File: config.mk
export PLATFORM = sky130hd
export DESIGN_NAME = seq_burst_arbiter
export DESIGN_NICKNAME = d
export VERILOG_FILES = /design/src/rtl/seq_burst_arbiter.sv
export SDC_FILE = /design/constraint.sdc
export NUM_CORES = 1
export LEC_CHECK = 0
export BUFFER_PORTS_ARGS = -buffer_cell sky130_fd_sc_hd__buf_2
export CORE_MARGIN = 2
export CORE_UTILIZATION = 35
export CTS_BUF_LIST = sky130_fd_sc_hd__clkbuf_4 sky130_fd_sc_hd__clkbuf_8 sky130_fd_sc_hd__clkbuf_16
export CTS_CLUSTER_DIAMETER = 100
export CTS_CLUSTER_SIZE = 24
export DETAILED_ROUTE_END_ITERATION = 12
export PLACE_DENSITY_LB_ADDON = 0.15
export SYNTH_ARGS = -nofsm -noshare
export SYNTH_HDL_FRONTEND = slang
export SYNTH_SLANG_ARGS = --single-unit
File: constraint.sdc
create_clock -name clk -period 2.8 [get_ports clk]
set_input_delay 0.42 -clock clk [delete_from_list [all_inputs] [get_ports clk]]
set_output_delay 0.42 -clock clk [all_outputs]
set_load 0.01 [all_outputs]
File: src/rtl/seq_burst_arbiter.sv
// Round-robin arbiter that gives one shared 4-bit sequence generator to up to four requesters, one burst at a time.
// Optional macro SEQ_ARB_RESTART_EN adds a gen_restart port so that every burst starts at the first sequence word.
module seq_burst_arbiter #(
  parameter int NREQ  = 2,
  parameter int LEN_W = 4
) (
  input  logic                    clk,
  input  logic                    reset,
  input  logic [NREQ-1:0]         req,
  input  logic [NREQ*LEN_W-1:0]   req_len,
  output logic [NREQ-1:0]         grant,
  output logic [NREQ-1:0]         done,
  output logic                    busy,
  output logic                    gen_enable,
  input  logic [3:0]              gen_data,
  output logic                    out_valid,
  output logic [3:0]              out_data,
  output logic [1:0]              out_id
`ifdef SEQ_ARB_RESTART_EN
  ,
  output logic                    gen_restart
`endif
);

  localparam logic [1:0] S_IDLE    = 2'd0;
`ifdef SEQ_ARB_RESTART_EN
  localparam logic [1:0] S_RESTART = 2'd1;
`endif
  localparam logic [1:0] S_BURST   = 2'd2;
  localparam logic [1:0] S_DONE    = 2'd3;

  logic [1:0]       state;
  logic [1:0]       rr_ptr;
  logic [1:0]       winner;
  logic [LEN_W-1:0] len_q;
  logic [LEN_W-1:0] cnt;

  logic [NREQ-1:0]  rot;
  logic             pick_ok;
  logic [1:0]       pick_off;
  logic [2:0]       pick_sum;
  logic [1:0]       pick;
  logic [LEN_W-1:0] sel_len;
  logic [1:0]       next_ptr;

  function automatic logic [NREQ-1:0] onehot(input logic [1:0] idx);
    logic [NREQ-1:0] v;
    v = '0;
    for (int j = 0; j < NREQ; j++)
      if (idx == 2'(j)) v[j] = 1'b1;
    return v;
  endfunction

  // Rotate the request vector so that bit 0 is the requester at rr_ptr.
  // The lowest set bit of the rotated vector is then the round-robin winner.
  // NOTE: every variable gets a default first, so no path through this block infers a latch.
  always_comb begin
    rot      = NREQ'({req, req} >> rr_ptr);
    pick_ok  = |rot;
    pick_off = '0;
    for (int j = NREQ - 1; j >= 0; j--)
      if (rot[j]) pick_off = 2'(j);
    pick_sum = {1'b0, rr_ptr} + {1'b0, pick_off};
    pick     = (pick_sum >= 3'(NREQ)) ? 2'(pick_sum - 3'(NREQ)) : pick_sum[1:0];
    sel_len  = '0;
    for (int j = 0; j < NREQ; j++)
      if (pick == 2'(j)) sel_len = req_len[j*LEN_W +: LEN_W];
    next_ptr = (winner == 2'(NREQ - 1)) ? 2'd0 : winner + 2'd1;
  end

  // These outputs are decoded from the state register only, so no combinational path runs from req.
  assign busy       = (state != S_IDLE);
  assign gen_enable = (state == S_BURST);
`ifdef SEQ_ARB_RESTART_EN
  assign gen_restart = (state == S_RESTART);
`endif

  // NOTE: state and outputs use non-blocking assignments, so every flop samples its pre-edge values.
  always_ff @(posedge clk) begin
    if (reset) begin
      state     <= S_IDLE;
      rr_ptr    <= '0;
      winner    <= '0;
      len_q     <= '0;
      cnt       <= '0;
      grant     <= '0;
      done      <= '0;
      out_valid <= 1'b0;
      out_data  <= '0;
      out_id    <= '0;
    end else begin
      case (state)
        S_IDLE: begin
          out_valid <= 1'b0;
          done      <= '0;
          if (pick_ok) begin
            winner <= pick;
            len_q  <= sel_len;
            cnt    <= '0;
            grant  <= onehot(pick);
            if (sel_len == '0)
              state <= S_DONE;
            else
`ifdef SEQ_ARB_RESTART_EN
              state <= S_RESTART;
`else
              state <= S_BURST;
`endif
          end
        end
`ifdef SEQ_ARB_RESTART_EN
        S_RESTART: state <= S_BURST;
`endif
        S_BURST: begin
          out_valid <= 1'b1;
          out_data  <= gen_data;
          out_id    <= winner;
          cnt       <= cnt + LEN_W'(1);
          if (cnt == len_q - LEN_W'(1)) begin
            state <= S_DONE;
            grant <= '0;
            done  <= onehot(winner);
          end
        end
        S_DONE: begin
          out_valid <= 1'b0;
          grant     <= '0;
          // A zero-length burst reaches DONE with grant still set, so its done pulse lands one cycle later.
          done      <= (|grant) ? onehot(winner) : '0;
          rr_ptr    <= next_ptr;
          state     <= S_IDLE;
        end
        default: state <= S_IDLE;
      endcase
    end
  end

endmodule

# Yosys cells after proc, flatten, opt, wreduce, memory -nomap -nowiden

Cells that the tools add are included.

Flip-flop bits (word level): 25
Input bits: 16
Output and inout bits: 13
Word-level logic and storage cells: 63

Add/sub/neg operators: 5
$lt $le $gt $ge: 1
Eq/ne operators: 7
Shifts and indexed selects: 1
Mux-type cells: 23
Reduce and logical (&&, ||, !) cells: 16

Operator list:

| kind                | count |
|---|---|
| $mux 2              | 9 |
| $mux 4              | 3 |
| $pmux 2 s3          | 2 |
| $pmux 4 s2          | 1 |
| $reduce_and 2->1    | 4 |
| $logic_not 2->1     | 3 |
| $mux 1              | 6 |
| $reduce_bool 2->1   | 3 |
| $reduce_or 2->1     | 3 |
| $add 4x1->4 const B | 1 |
| $eq 2x1->1 const B  | 2 |
| $eq 2x2->1 const B  | 2 |
| $eq 4x4->1          | 1 |
| $logic_not 4->1     | 1 |
| $pmux 2 s2          | 1 |
| $shr 4x2->2         | 1 |
| $sub 4x1->4 const B | 1 |
| $add 2x2->3         | 1 |
| $ge 3x2->1 const B  | 1 |
| $reduce_and 3->1    | 1 |
| $reduce_bool 3->1   | 1 |
| $add 2x1->2 const B | 1 |
| $ne 2x1->1 const B  | 1 |
| $ne 2x2->1 const B  | 1 |
| 2 further kinds     | 2 |

# Longest topological paths before layout

Depth in word-level cells: 13
Gate-level depth with buffers: 12
Depth with buffers taken out: 11

# Worst setup path after synthesis

No wires, ideal clock.

Path kind: input -> register
From: input req[1]
To: register state[0]
Setup time: 0.131 ns
Arrival: 2.328 ns
Required time: 2.669 ns
Path slack: 0.340 ns
Stages: 10
Buffers on the path: 0
Cell sequence: inv_1 > o31ai_1 > ha_1 > inv_1 > ha_1 > a21bo_1 > a2111oi_0 > nor4_1 > a211oi_2 > nor3b_2

Cells in the longest elaborated chain, start to end: 13
Elaborated cells between the ends (all ways): 18
Those cells by class: 2 x add/sub; 1 x order compare; 2 x eq/ne; 1 x shift; 8 x mux; 4 x reduce/logical

Ends and longest elaborated chain:

| what                                      | line | source |
|---|---|---|
| from (decl)                               | 9    | `input logic [NREQ-1:0] req,` |
| $shr 4x2->2 (*)                           | 58   | `rot = NREQ'({req, req} >> rr_ptr);` |
| $mux 1                                    | 62   | `if (rot[j]) pick_off = 2'(j);` |
| $mux 2                                    | 62   |  |
| $add 2x2->3                               | 63   | `pick_sum = {1'b0, rr_ptr} + {1'b0, pick_off};` |
| $ge 3x2->1 or $sub 2x2->2 (tied branches) | 64   | `pick = (pick_sum >= 3'(NREQ)) ? 2'(pick_sum - 3'(NREQ)) : pick_sum[1:0];` |
| $mux 2                                    | 64   |  |
| $logic_not 2->1                           | 67   | `if (pick == 2'(j)) sel_len = req_len[j*LEN_W +: LEN_W];` |
| $mux 4 (2 in series)                      | 67   |  |
| $logic_not 4->1                           | 101  | `if (sel_len == '0)` |
| $mux 1                                    | 101  |  |
| $mux 2                                    | 96   | `if (pick_ok) begin` |
| $pmux 2 s2                                | 92   | `case (state)` |
| to (signal assigned)                      | 102  | `state <= S_DONE;` |
| to (signal assigned)                      | 107  | `state <= S_BURST;` |
| to (signal assigned)                      | 120  | `state <= S_DONE;` |
| to (decl)                                 | 32   | `logic [1:0] state;` |

Mark *: on every way between the ends. The rest lies on a longest branch, timed or not. The select of a mux whose other input is x is not followed.
A chain may end at the register's enable or synchronous reset.

# Worst setup path after layout

From: register rr_ptr[0]
To: register state[0]

Cells in the longest elaborated chain, start to end: 13
Elaborated cells between the ends (all ways): 18
Those cells by class: 2 x add/sub; 1 x order compare; 2 x eq/ne; 1 x shift; 8 x mux; 4 x reduce/logical

Ends and longest elaborated chain:

| what                                      | line | source |
|---|---|---|
| from (decl)                               | 33   | `logic [1:0] rr_ptr;` |
| from (signal assigned)                    | 130  | `rr_ptr <= next_ptr;` |
| $shr 4x2->2                               | 58   |  |
| $mux 1                                    | 62   |  |
| $mux 2                                    | 62   |  |
| $add 2x2->3                               | 63   |  |
| $ge 3x2->1 or $sub 2x2->2 (tied branches) | 64   |  |
| $mux 2                                    | 64   |  |
| $logic_not 2->1                           | 67   |  |
| $mux 4 (2 in series)                      | 67   |  |
| $logic_not 4->1                           | 101  |  |
| $mux 1                                    | 101  |  |
| $mux 2                                    | 96   |  |
| $pmux 2 s2                                | 92   |  |

Parallel ways exist; a longest one is shown, timed or not. The select of a mux whose other input is x is not followed.

==> impl_metrics.py <==
metrics = {
    "timing": {
        "report.final.hold_viol_count": 0,
        "hold_ws_ns": 0.3838,
        "max_slew_margin_pct": 52.38,
        "setup_violations": 0,
        "tns_ns": 0,
        "rsz0062_at_grt": "no",
        "skew_ns": 0.003341,
        "max_freq_mhz": 388.9,
        "slew_viol_final": 0,
        "fin_crit_ns": 2.571,
        "period_share_pct": 91.83,
        "setup_slack_ns": 0.2286,
        "tightest_slew_ns": 0.7143,
    },
    "pwr": {
        "power.density_nw_per_um2": 833.1,
        "power.share.clock_pct": 16.3,
        "internal_power_uw": 856.6,
        "peakVddDrop_v": 0.0003954,
        "p_sw_uw": 527.7,
        "leakagePower_nw": 0.7321,
        "swShare_pct": 38.12,
        "pwr-share-comb_pct": 47.6,
        "p_seq_share_pct": 36.1,
    },
    "clock_network": {
        "clock_path_buffers": 2,
        "htreeDepth": 1,
        "cts_setup_buffers": 0,
        "clk_pin_slew_ns": 0.09,
        "numCtsBuffers": 3,
        "cts_sinks": 25,
        "cts_tree": "built",
        "root_buffer": "clkbuf_8",
        "clk_latency_ns": 0.27,
    },
    "logic_synthesis": {
        "yosysWarnings": 0,
        "synth_edf_count": 0,
        "synthesis.area_um2": 1410,
        "synthArstFlopShare_pct": 0,
        "synthMuxAreaShare_pct": 11.45,
        "synth_adder_area_share_pct": 8.873,
        "yosys.area_share.xor_xnor_pct": 4.969,
        "yosysSeqAreaShare_pct": 35.49,
        "postSynthAreaPerCell_um2": 9.338,
        "synthCells": 151,
        "syn_nets": 177,
        "ys_types": 39,
        "synthFlopType": "dfxtp_1",
        "yosys.area_share.simple_pct": 20.41,
        "ys_ff_latch": 25,
        "synth-compound-area-share_pct": 14.64,
        "synth_top_family_by_area": "simple AND/OR/NAND/NOR gates",
    },
    "worst_setup_path": {
        "cpLargestDelayFamily": "compound AO/OA/AOI/OAI gates",
        "reg2reg_to": "state[0]$_SDFFE_PP0P_",
        "worstSetupPathType": "flip-flop to flip-flop",
        "worstSetupStartpointType": "flip-flop",
        "crit_top_cell": "ha_1",
        "ff2ff_path_depth": 9,
        "reg2reg_from": "rr_ptr[0]$_SDFFE_PP0P_",
        "cp.depth": 9,
        "path_max_fanout": 8,
        "cp_cell_sequence": "o31ai_1 -> ha_1 -> inv_1 -> ha_1 -> a21bo_1 -> a2111oi_0 -> nor4_1 -> a211oi_2 -> nor3b_2",
        "crit_path_max_incr_delay_ns": 0.53,
        "crit_buf_inv": 1,
        "arrival_ns": 2.72,
        "crit_start": "rr_ptr[0]$_SDFFE_PP0P_",
        "worstPathRequired_ns": 2.95,
        "crit_path_end_kind": "flip-flop",
        "r2r_setup_slack_ns": 0.23,
        "critPathCapture": "state[0]$_SDFFE_PP0P_",
        "critPathSlowestCell": "a2111oi_0",
    },
    "grt": {
        "grt_use_total_pct": 13.91,
        "grt_pass1_wl_um": 4892,
        "grt_max_degree": 28,
        "grt_pass1_vias": 1093,
        "antenna_found_initial": 0,
        "overflow": 0,
    },
    "route": {
        "viasPerCell": 4.887,
        "drc": 0,
        "post_drt_wl_per_cell_um": 12.48,
        "drt_iter0_markers": 35,
        "drtAntennaViolNets": 0,
        "routed_wl_um": 2870,
        "dr.pass1.iters": 4,
        "vias": 1124,
    },
    "floorplanning": {
        "initial_utilization_pct": 35.77,
        "core_area_um2": 3943,
        "die_h_um": 67.48,
        "die-area_um2": 4553,
        "std_cell_rows": 23,
        "io-pin-count": 29,
        "die_w_um": 67.48,
    },
    "layout": {
        "fin_cells": 230,
        "finish.utilization_pct": 42.15,
        "drive_above_1_share_pct": 23.89,
        "nNetsFinal": 207,
        "syn2layout_area_growth_pct": 17.83,
        "num_antenna_cells": 0,
    },
    "place": {
        "port_buffers": 28,
        "place_ws_ns": 0.004482,
        "placed_cells": 226,
        "dp_hpwl_um": 2135,
        "gp_congestion": 0.7161,
    },
    "outcome": {
        "outcome": "finished, final reports clean",
    },
    "flow_run": {
        "maxCapViolCount": 0,
    },
    "worst_hold_path": {
        "min_path_type": "primary input to flip-flop",
    },
}
## area by class of cell
class / count / area [um^2]
Clock buffer: 4 / 48.80
Fill cell: 406 / 2281
Inverter: 9 / 33.78
Multi-Input combinational cell: 111 / 853.3
Sequential cell: 25 / 500.5
Tap cell: 50 / 62.56
Timing Repair Buffer: 31 / 162.7
## metrics by stage
| stage | power (mW) | instance area [um^2] |
|---|---|---|
| floorplan | 1.001 | 1410 |
| global placement | 1.158 | 1610 |
| detailed placement | 1.172 | 1610 |
| CTS | 1.402 | 1659 |
| global route | 1.495 | 1662 |
| finish | 1.384 | 1662 |
## registers in the layout (all words and copies together), names as in the netlist
signal and flops:
cnt 4, winner 2, out_valid 1, grant 2
rr_ptr 2, len_q 4, out_data 4, state 2
out_id 2, done 2
## synth_stat cells (all sizes together) (2+ instances only)
cell type  count  area (um^2)
nand2          2        7.510
dfxtp         25        500.5
o21ai          8        43.79
inv            9        33.78
buf            3        13.76
nor4           2        12.51
clkbuf         3        11.26
a21oi          3        15.01
mux2i         15        150.1
or2            2        12.52
nor2b          4        25.02
nand2b         2        12.51
or4            2        15.01
a2111oi        4        36.29
a21bo          4        40.04
nor2          24        90.09
xnor2          8        70.07
nand3          2        10.01
ha            10        125.1
nor3b          4        40.03
nor3           4        42.54
## what timing repair did
action,in CTS,in global routing
endpoints found under the hold margin,0,0
gates resized for setup,0,2
setup endpoints to repair,0,1
hold buffers,0,0
## metal layers
layer  vias to the layer above  part of all wire [%]  GRT usage [%]  wire, um
met5                         -                     0              0         0
met4                         0                   1.6          5.357        47
met3                         4                   5.6          2.333       161
met2                        28                    43          23.53      1243
met1                       511                    49          17.57      1417
li1                        581                     -              -         -
## worst min-delay path by stage
stage / from / to / slack [ns] / cells after the start
3_5_place_dp: out_data[0]$_SDFFE_PP0P_ / out_data[0]$_SDFFE_PP0P_ / 0.48 / 2
2_1_floorplan: rr_ptr[1]$_SDFFE_PP0P_ / rr_ptr[1]$_SDFFE_PP0P_ / 0.47 / 2
6_report: gen_data[0] / out_data[0]$_SDFFE_PP0P_ / 0.38 / 3
4_1_cts: gen_data[0] / out_data[0]$_SDFFE_PP0P_ / 0.38 / 3
3_3_place_gp: out_data[2]$_SDFFE_PP0P_ / out_data[2]$_SDFFE_PP0P_ / 0.47 / 2
5_1_grt: gen_data[0] / out_data[0]$_SDFFE_PP0P_ / 0.40 / 3
## power groups by stage
stage	logic [mW]	registers, mW	clock network, mW
after floorplan	0.488	0.513	0
after global placement	0.655	0.503	0
after detailed placement	0.666	0.506	0
after CTS	0.668	0.499	0.235
after global routing	0.739	0.509	0.247
final	0.659	0.500	0.225
## layout by cell type, fill, tap and decap left out, types with 4 or more instances in the layout
| master | instances |
|---|---|
| a21bo_1 | 4 |
| buf_2 | 28 |
| dfxtp_1 | 25 |
| ha_1 | 10 |
| inv_1 | 9 |
| mux2i_1 | 15 |
| nor2_1 | 24 |
| nor2b_1 | 4 |
| o21ai_0 | 5 |
| xnor2_1 | 8 |
## worst register-to-register path: cells and delay by family (launching register included)
family	cells	cell delay [ns]
compound gates	4	1.28
fa+ha+maj	2	0.58
buf+inv	1	0.05
flops	1	0.36
simple gates	2	0.19
## logic make-up (layout without fill, tap and decap cells)
group	after synthesis	in the layout
buffers and inverters	15	44
xor gates and xnor gates	8	8
muxes	16	16
and+or+nand+nor	51	51
AOI/OAI and AO/OA	26	26
DFF	25	25
adders and majority gates	10	10
Note: power is estimated with default switching activity, not from simulation.
